--- src/rtl/ovf_case_monitor.sv ---
// Runtime monitor for unsigned add/mul overflow and unmatched case selectors.
// Saturating event counters; snapshots are handed out over a valid/ready report port.
module ovf_case_monitor #(
  parameter int unsigned          W           = 4,
  parameter int unsigned          SEL_W       = 2,
  parameter int unsigned          CNT_W       = 8,
  parameter logic [2**SEL_W-1:0]  CASE_MASK   = 4'b0111,
  parameter bit                   CLR_ON_READ = 1'b1
) (
  input  logic             clk,
  input  logic             rst,
  input  logic             in_valid,
  input  logic [W-1:0]     op_a,
  input  logic [W-1:0]     op_b,
  input  logic [SEL_W-1:0] sel,
  input  logic             rpt_req,
  input  logic             rpt_ready,
  output logic             rpt_valid,
  output logic [CNT_W-1:0] rpt_add_cnt,
  output logic [CNT_W-1:0] rpt_mul_cnt,
  output logic [CNT_W-1:0] rpt_miss_cnt,
  output logic             sticky_any
);

  typedef enum logic {IDLE, HOLD} state_t;

  state_t state, state_nxt;

  logic             s1_valid;
  logic [W-1:0]     s1_a;
  logic [W-1:0]     s1_b;
  logic [SEL_W-1:0] s1_sel;

  logic [W:0]       sum;
  logic [2*W-1:0]   prod;
  logic [2:0]       ev;

  logic [2:0][CNT_W-1:0] live;
  logic [2:0][CNT_W-1:0] delta;

  logic take_snap;
  logic handshake;

  function automatic logic [CNT_W-1:0] sat_inc(input logic [CNT_W-1:0] v, input logic e);
    return (e && (v != '1)) ? v + CNT_W'(1) : v;
  endfunction

  // Stage 1: sample register
  always_ff @(posedge clk or posedge rst) begin
    if (rst) begin
      s1_valid <= 1'b0;
      s1_a     <= '0;
      s1_b     <= '0;
      s1_sel   <= '0;
    end else begin
      s1_valid <= in_valid;
      if (in_valid) begin
        s1_a   <= op_a;
        s1_b   <= op_b;
        s1_sel <= sel;
      end
    end
  end

  // Stage 2: event detection on the registered sample
  always_comb begin
    sum   = {1'b0, s1_a} + {1'b0, s1_b};
    prod  = {{W{1'b0}}, s1_a} * {{W{1'b0}}, s1_b};
    ev    = '0;
    ev[0] = s1_valid & sum[W];
    ev[1] = s1_valid & (|prod[2*W-1:W]);
    ev[2] = s1_valid & ~CASE_MASK[s1_sel];
  end

  // Report FSM: state register
  always_ff @(posedge clk or posedge rst) begin
    if (rst) begin
      state <= IDLE;
    end else begin
      state <= state_nxt;
    end
  end

  // Report FSM: next state
  always_comb begin
    state_nxt = state;
    unique case (state)
      IDLE:    if (rpt_req)   state_nxt = HOLD;
      HOLD:    if (rpt_ready) state_nxt = IDLE;
      default: state_nxt = IDLE;
    endcase
  end

  // Report FSM: outputs and strobes
  always_comb begin
    rpt_valid = 1'b0;
    take_snap = 1'b0;
    handshake = 1'b0;
    unique case (state)
      IDLE: take_snap = rpt_req;
      HOLD: begin
        rpt_valid = 1'b1;
        handshake = rpt_ready;
      end
      default: ;
    endcase
  end

  // delta tracks events since the snapshot so a clearing handshake keeps them
  always_ff @(posedge clk or posedge rst) begin
    if (rst) begin
      live  <= '0;
      delta <= '0;
    end else begin
      for (int unsigned i = 0; i < 3; i++) begin
        if (handshake && CLR_ON_READ) begin
          live[i] <= sat_inc(delta[i], ev[i]);
        end else begin
          live[i] <= sat_inc(live[i], ev[i]);
        end
        if (take_snap) begin
          delta[i] <= CNT_W'(ev[i]);
        end else if (state == HOLD) begin
          delta[i] <= sat_inc(delta[i], ev[i]);
        end
      end
    end
  end

  always_ff @(posedge clk or posedge rst) begin
    if (rst) begin
      rpt_add_cnt  <= '0;
      rpt_mul_cnt  <= '0;
      rpt_miss_cnt <= '0;
    end else if (take_snap) begin
      rpt_add_cnt  <= live[0];
      rpt_mul_cnt  <= live[1];
      rpt_miss_cnt <= live[2];
    end
  end

  always_ff @(posedge clk or posedge rst) begin
    if (rst) begin
      sticky_any <= 1'b0;
    end else if (handshake && CLR_ON_READ) begin
      sticky_any <= |ev;
    end else if (|ev) begin
      sticky_any <= 1'b1;
    end
  end

endmodule

--- config.mk ---
export PLATFORM = sky130hd
export DESIGN_NAME = ovf_case_monitor
export DESIGN_NICKNAME = d
export VERILOG_FILES = /design/src/rtl/ovf_case_monitor.sv
export SDC_FILE = /design/constraint.sdc
export NUM_CORES = 1
export LEC_CHECK = 0
export CORE_MARGIN = 2
export CORE_UTILIZATION = 59
export CTS_BUF_LIST = sky130_fd_sc_hd__clkbuf_8
export DETAILED_ROUTE_END_ITERATION = 8
export GPL_ROUTABILITY_DRIVEN = 0
export GPL_TIMING_DRIVEN = 1
export PLACE_DENSITY_LB_ADDON = 0.2
export SLEW_MARGIN = 20
export SYNTH_ARGS = -nofsm -noshare
export SYNTH_HDL_FRONTEND = slang
export SYNTH_SLANG_ARGS = --single-unit
--- constraint.sdc ---
create_clock -name clk -period 7.41 [get_ports clk]
set_clock_uncertainty 0.1 [all_clocks]
set_input_delay 2.223 -clock clk [delete_from_list [all_inputs] [get_ports clk]]
set_output_delay 2.223 -clock clk [all_outputs]
set_load 0.03 [all_outputs]
==> flow_metrics.py <==
metrics = {
    "placement": {
        "detailed_place_hpwl_mm": 6.46,
        "place_ws_ps": 3020,
        "portBuffers": 40,
        "dpl.cell_count": 576,
    },
    "power": {
        "p_int_w": 0.000938,
        "p_leak_nw": 2.37,
        "switchingPower_w": 0.000565,
        "p_clk_share_pct": 20.6,
        "power_density_nw_per_um2": 277,
        "seqPwrFrac_pct": 44.6,
        "vdd_drop_max_mv": 0.145,
        "combPwrFrac_pct": 34.9,
        "switching_share_pct": 37.6,
    },
    "clock_tree": {
        "clkSinkCount": 85,
        "clk_pin_slew_ps": 80,
        "clk_latency_ps": 360,
        "cts_tree": "yes",
        "cts_setup_buffers": 0,
        "cts_hold_buf": 0,
        "ctsHtreeMaxLevel": 3,
        "numCtsBuffers": 9,
        "cts_buffer_depth": 2,
        "cts.root.buffer_cell": "clkbuf_8",
        "ctsResizeCount": 0,
    },
    "route": {
        "drtIter0Drc": 201,
        "wl_per_cell_um": 15.7,
        "ant_nets": 0,
        "wl_mm": 9.30,
        "firstDrtPassIters": 4,
        "vias": 3554,
        "avgViaCountPerCell": 6.00,
        "post-route-drc-count": 0,
    },
    "worst_setup_path": {
        "critPathBufInv": 2,
        "critPathSlowestCell": "nor2b_2",
        "setup.worst_path.start": "rpt_req",
        "endpoint_kind": "register",
        "rrSetupSlack_ps": 3620,
        "critPathTopFamily": "buffers and inverters",
        "worst-path-stages": 4,
        "r2r-start": "s1_a[0]$_DFFE_PP0P_",
        "reg2reg_to": "delta[9]$_DFFE_PP0P_",
        "r2r_cells": 11,
        "critical_path_class": "in2reg",
        "critPathLaunchType": "input port",
        "critPathArrivalTime_ps": 4150,
        "path_cells": "clkdlybuf4s50_1 -> nor2b_2 -> buf_4 -> mux2_2",
        "cp-endpoint": "rpt_miss_cnt[2]$_DFFE_PP0P_",
        "slowest_delay_ps": 630,
        "path_max_fanout": 16,
        "worstPathRequired_ps": 7550,
    },
    "synthesis": {
        "yosys-top-cells-area": "dfrtp_1 45%, mux2_2 9.0%, ha_1 5.0%, xor2_1 3.7%, nand2_1 3.4%",
        "synthMuxAreaShare_pct": 12.0,
        "synth_fa_ha_area_share_pct": 6.29,
        "syn_area_um2": 4730,
        "ys_types": 53,
        "yosys_warnings": 0,
        "yosys.area.top_type_share_pct": 44.9,
        "synth_xor_area_share_pct": 6.84,
        "synth_compound_area_share_pct": 10.7,
        "synthArstFlopShare_pct": 100,
        "synth.largest_area_cell": "dfrtp_1",
        "syn_nets": 482,
        "ys_ff_latch": 85,
        "netlist_instances": 445,
        "synth_edf_count": 0,
        "synth_top_family_by_area": "simple AND/OR/NAND/NOR gates",
        "ys_seq_area_share_pct": 44.9,
        "synth_flop_cell": "dfrtp_1",
        "synth.avg_cell_area_um2": 10.6,
        "synth_simple_gate_area_share_pct": 16.9,
    },
    "cells_and_area": {
        "final_cells": 592,
        "area_growth_syn_to_layout_pct": 14.6,
        "num_antenna_cells": 0,
        "layout.nets": 522,
        "mostFrequentLayoutCells": "85 x dfrtp_1, 43 x nand2_1, 40 x clkdlybuf4s50_1, 38 x mux2_2",
        "multi_input_area_um2": 2500,
        "seqCellArea_um2": 2130,
        "fill_cells": 606,
        "final_common_cell": "dfrtp_1",
        "utilization_pct": 69.8,
        "drive_above_1_share_pct": 14.1,
    },
    "timing": {
        "period_needed_ps": 4010,
        "whs_ps": 410,
        "worstMarginPinSlew_ps": 831,
        "rsz0062_at_grt": "no",
        "fin_setup_tns_ps": 0,
        "fin_crit_sh_pct": 54.1,
        "slew_headroom_pct": 44.4,
        "setup_viol": 0,
        "report.final.slew_viol_count": 0,
        "fin_ws_ps": 3400,
        "finalHoldViolations": 0,
        "timing.fmax_mhz": 249,
    },
    "floorplanning": {
        "die_h_um": 93.6,
        "die_area_um2": 8760,
        "initial_core_util_pct": 61.0,
        "rows": 32,
        "core_area_um2": 7770,
        "die_w_um": 93.6,
        "top_level_ports": 41,
    },
    "min_path": {
        "hp-start": "rpt_mul_cnt[5]$_DFFE_PP0P_",
        "hold_path_class": "reg2reg",
    },
    "run": {
        "max_cap_violations": 0,
    },
    "global_route": {
        "grt_usage_pct": 22.8,
        "grt_pass1_wl_mm": 15.8,
        "grt_pass1_vias": 3406,
        "antenna_found_initial": 0,
        "grt_overflow": 0,
        "grt_max_degree": 86,
    },
    "outcome": {
        "status": "completed",
    },
}
synth_stat cells (all sizes together), types with 10 or more instances:
| master | instances |
|---|---|
| mux2 | 38 |
| inv | 14 |
| o21ai | 21 |
| xnor2 | 17 |
| a21oi | 13 |
| dfrtp | 85 |
| nand2 | 43 |
| mux2i | 14 |
| nand3 | 18 |
| and3 | 11 |
| ha | 19 |
| nor2 | 14 |
| xor2 | 20 |
| nand4 | 20 |
| a31oi | 10 |
| clkbuf | 11 |
stage by stage:
stage	power, W	area (um2)
3_3_place_gp	0.00118	5240
3_5_place_dp	0.00120	5240
5_1_grt	0.00160	5430
2_1_floorplan	0.00103	4730
6_report	0.00150	5430
4_1_cts	0.00151	5420
logic make-up after synthesis:
group                    Yosys count
AO/OA/AOI/OAI                     72
XOR/XNOR                          37
adder cells (fa/ha/maj)           22
buffers and inverters             29
flip-flops                        85
multiplexers                      52
AND/OR/NAND/NOR                  148
cell type report:
cell class | instances | share of cell area (%)
multi-input cells | 331 | 46.1
clock buffers | 10 | 2.54
clock inverters | 6 | 0.853
repair buffers | 44 | 8.00
inverters | 14 | 0.992
flip-flops and latches | 85 | 39.2
well taps | 102 | 2.35
power by group through the flow:
stage          Clock [W]  Sequential [W]  Combinational (W)
6_report        0.000309        0.000670           0.000524
5_1_grt         0.000335        0.000687           0.000575
2_1_floorplan          0        0.000735           0.000292
3_5_place_dp           0        0.000678           0.000522
4_1_cts         0.000314        0.000669           0.000526
3_3_place_gp           0        0.000673           0.000505
worst min path at each step:
stage / end / cells after the start / slack [ps]
3_5_place_dp: rpt_miss_cnt[7]$_DFFE_PP0P_ / 1 / 390
3_3_place_gp: rpt_add_cnt[5]$_DFFE_PP0P_ / 1 / 390
6_report: rpt_mul_cnt[5]$_DFFE_PP0P_ / 1 / 410
2_1_floorplan: delta[6]$_DFFE_PP0P_ / 1 / 370
4_1_cts: rpt_mul_cnt[5]$_DFFE_PP0P_ / 1 / 410
5_1_grt: rpt_mul_cnt[5]$_DFFE_PP0P_ / 1 / 420
registers in the layout, summed over array words and instances (netlist names), 2 cells and up:
register / flops
live: 24
s1_sel: 2
s1_a: 4
rpt_miss_cnt: 8
delta: 24
rpt_add_cnt: 8
rpt_mul_cnt: 8
s1_b: 4
per-layer routing:
metal  GRT usage [%]  share of wire, %  vias to the layer above
met5               0                 0                        -
met4            9.90               2.3                        0
met3            4.27               3.8                       22
met2            37.0                48                       84
met1            30.0                46                     1744
li1                -                 -                     1704
Note: power is estimated with default switching activity, not from simulation.
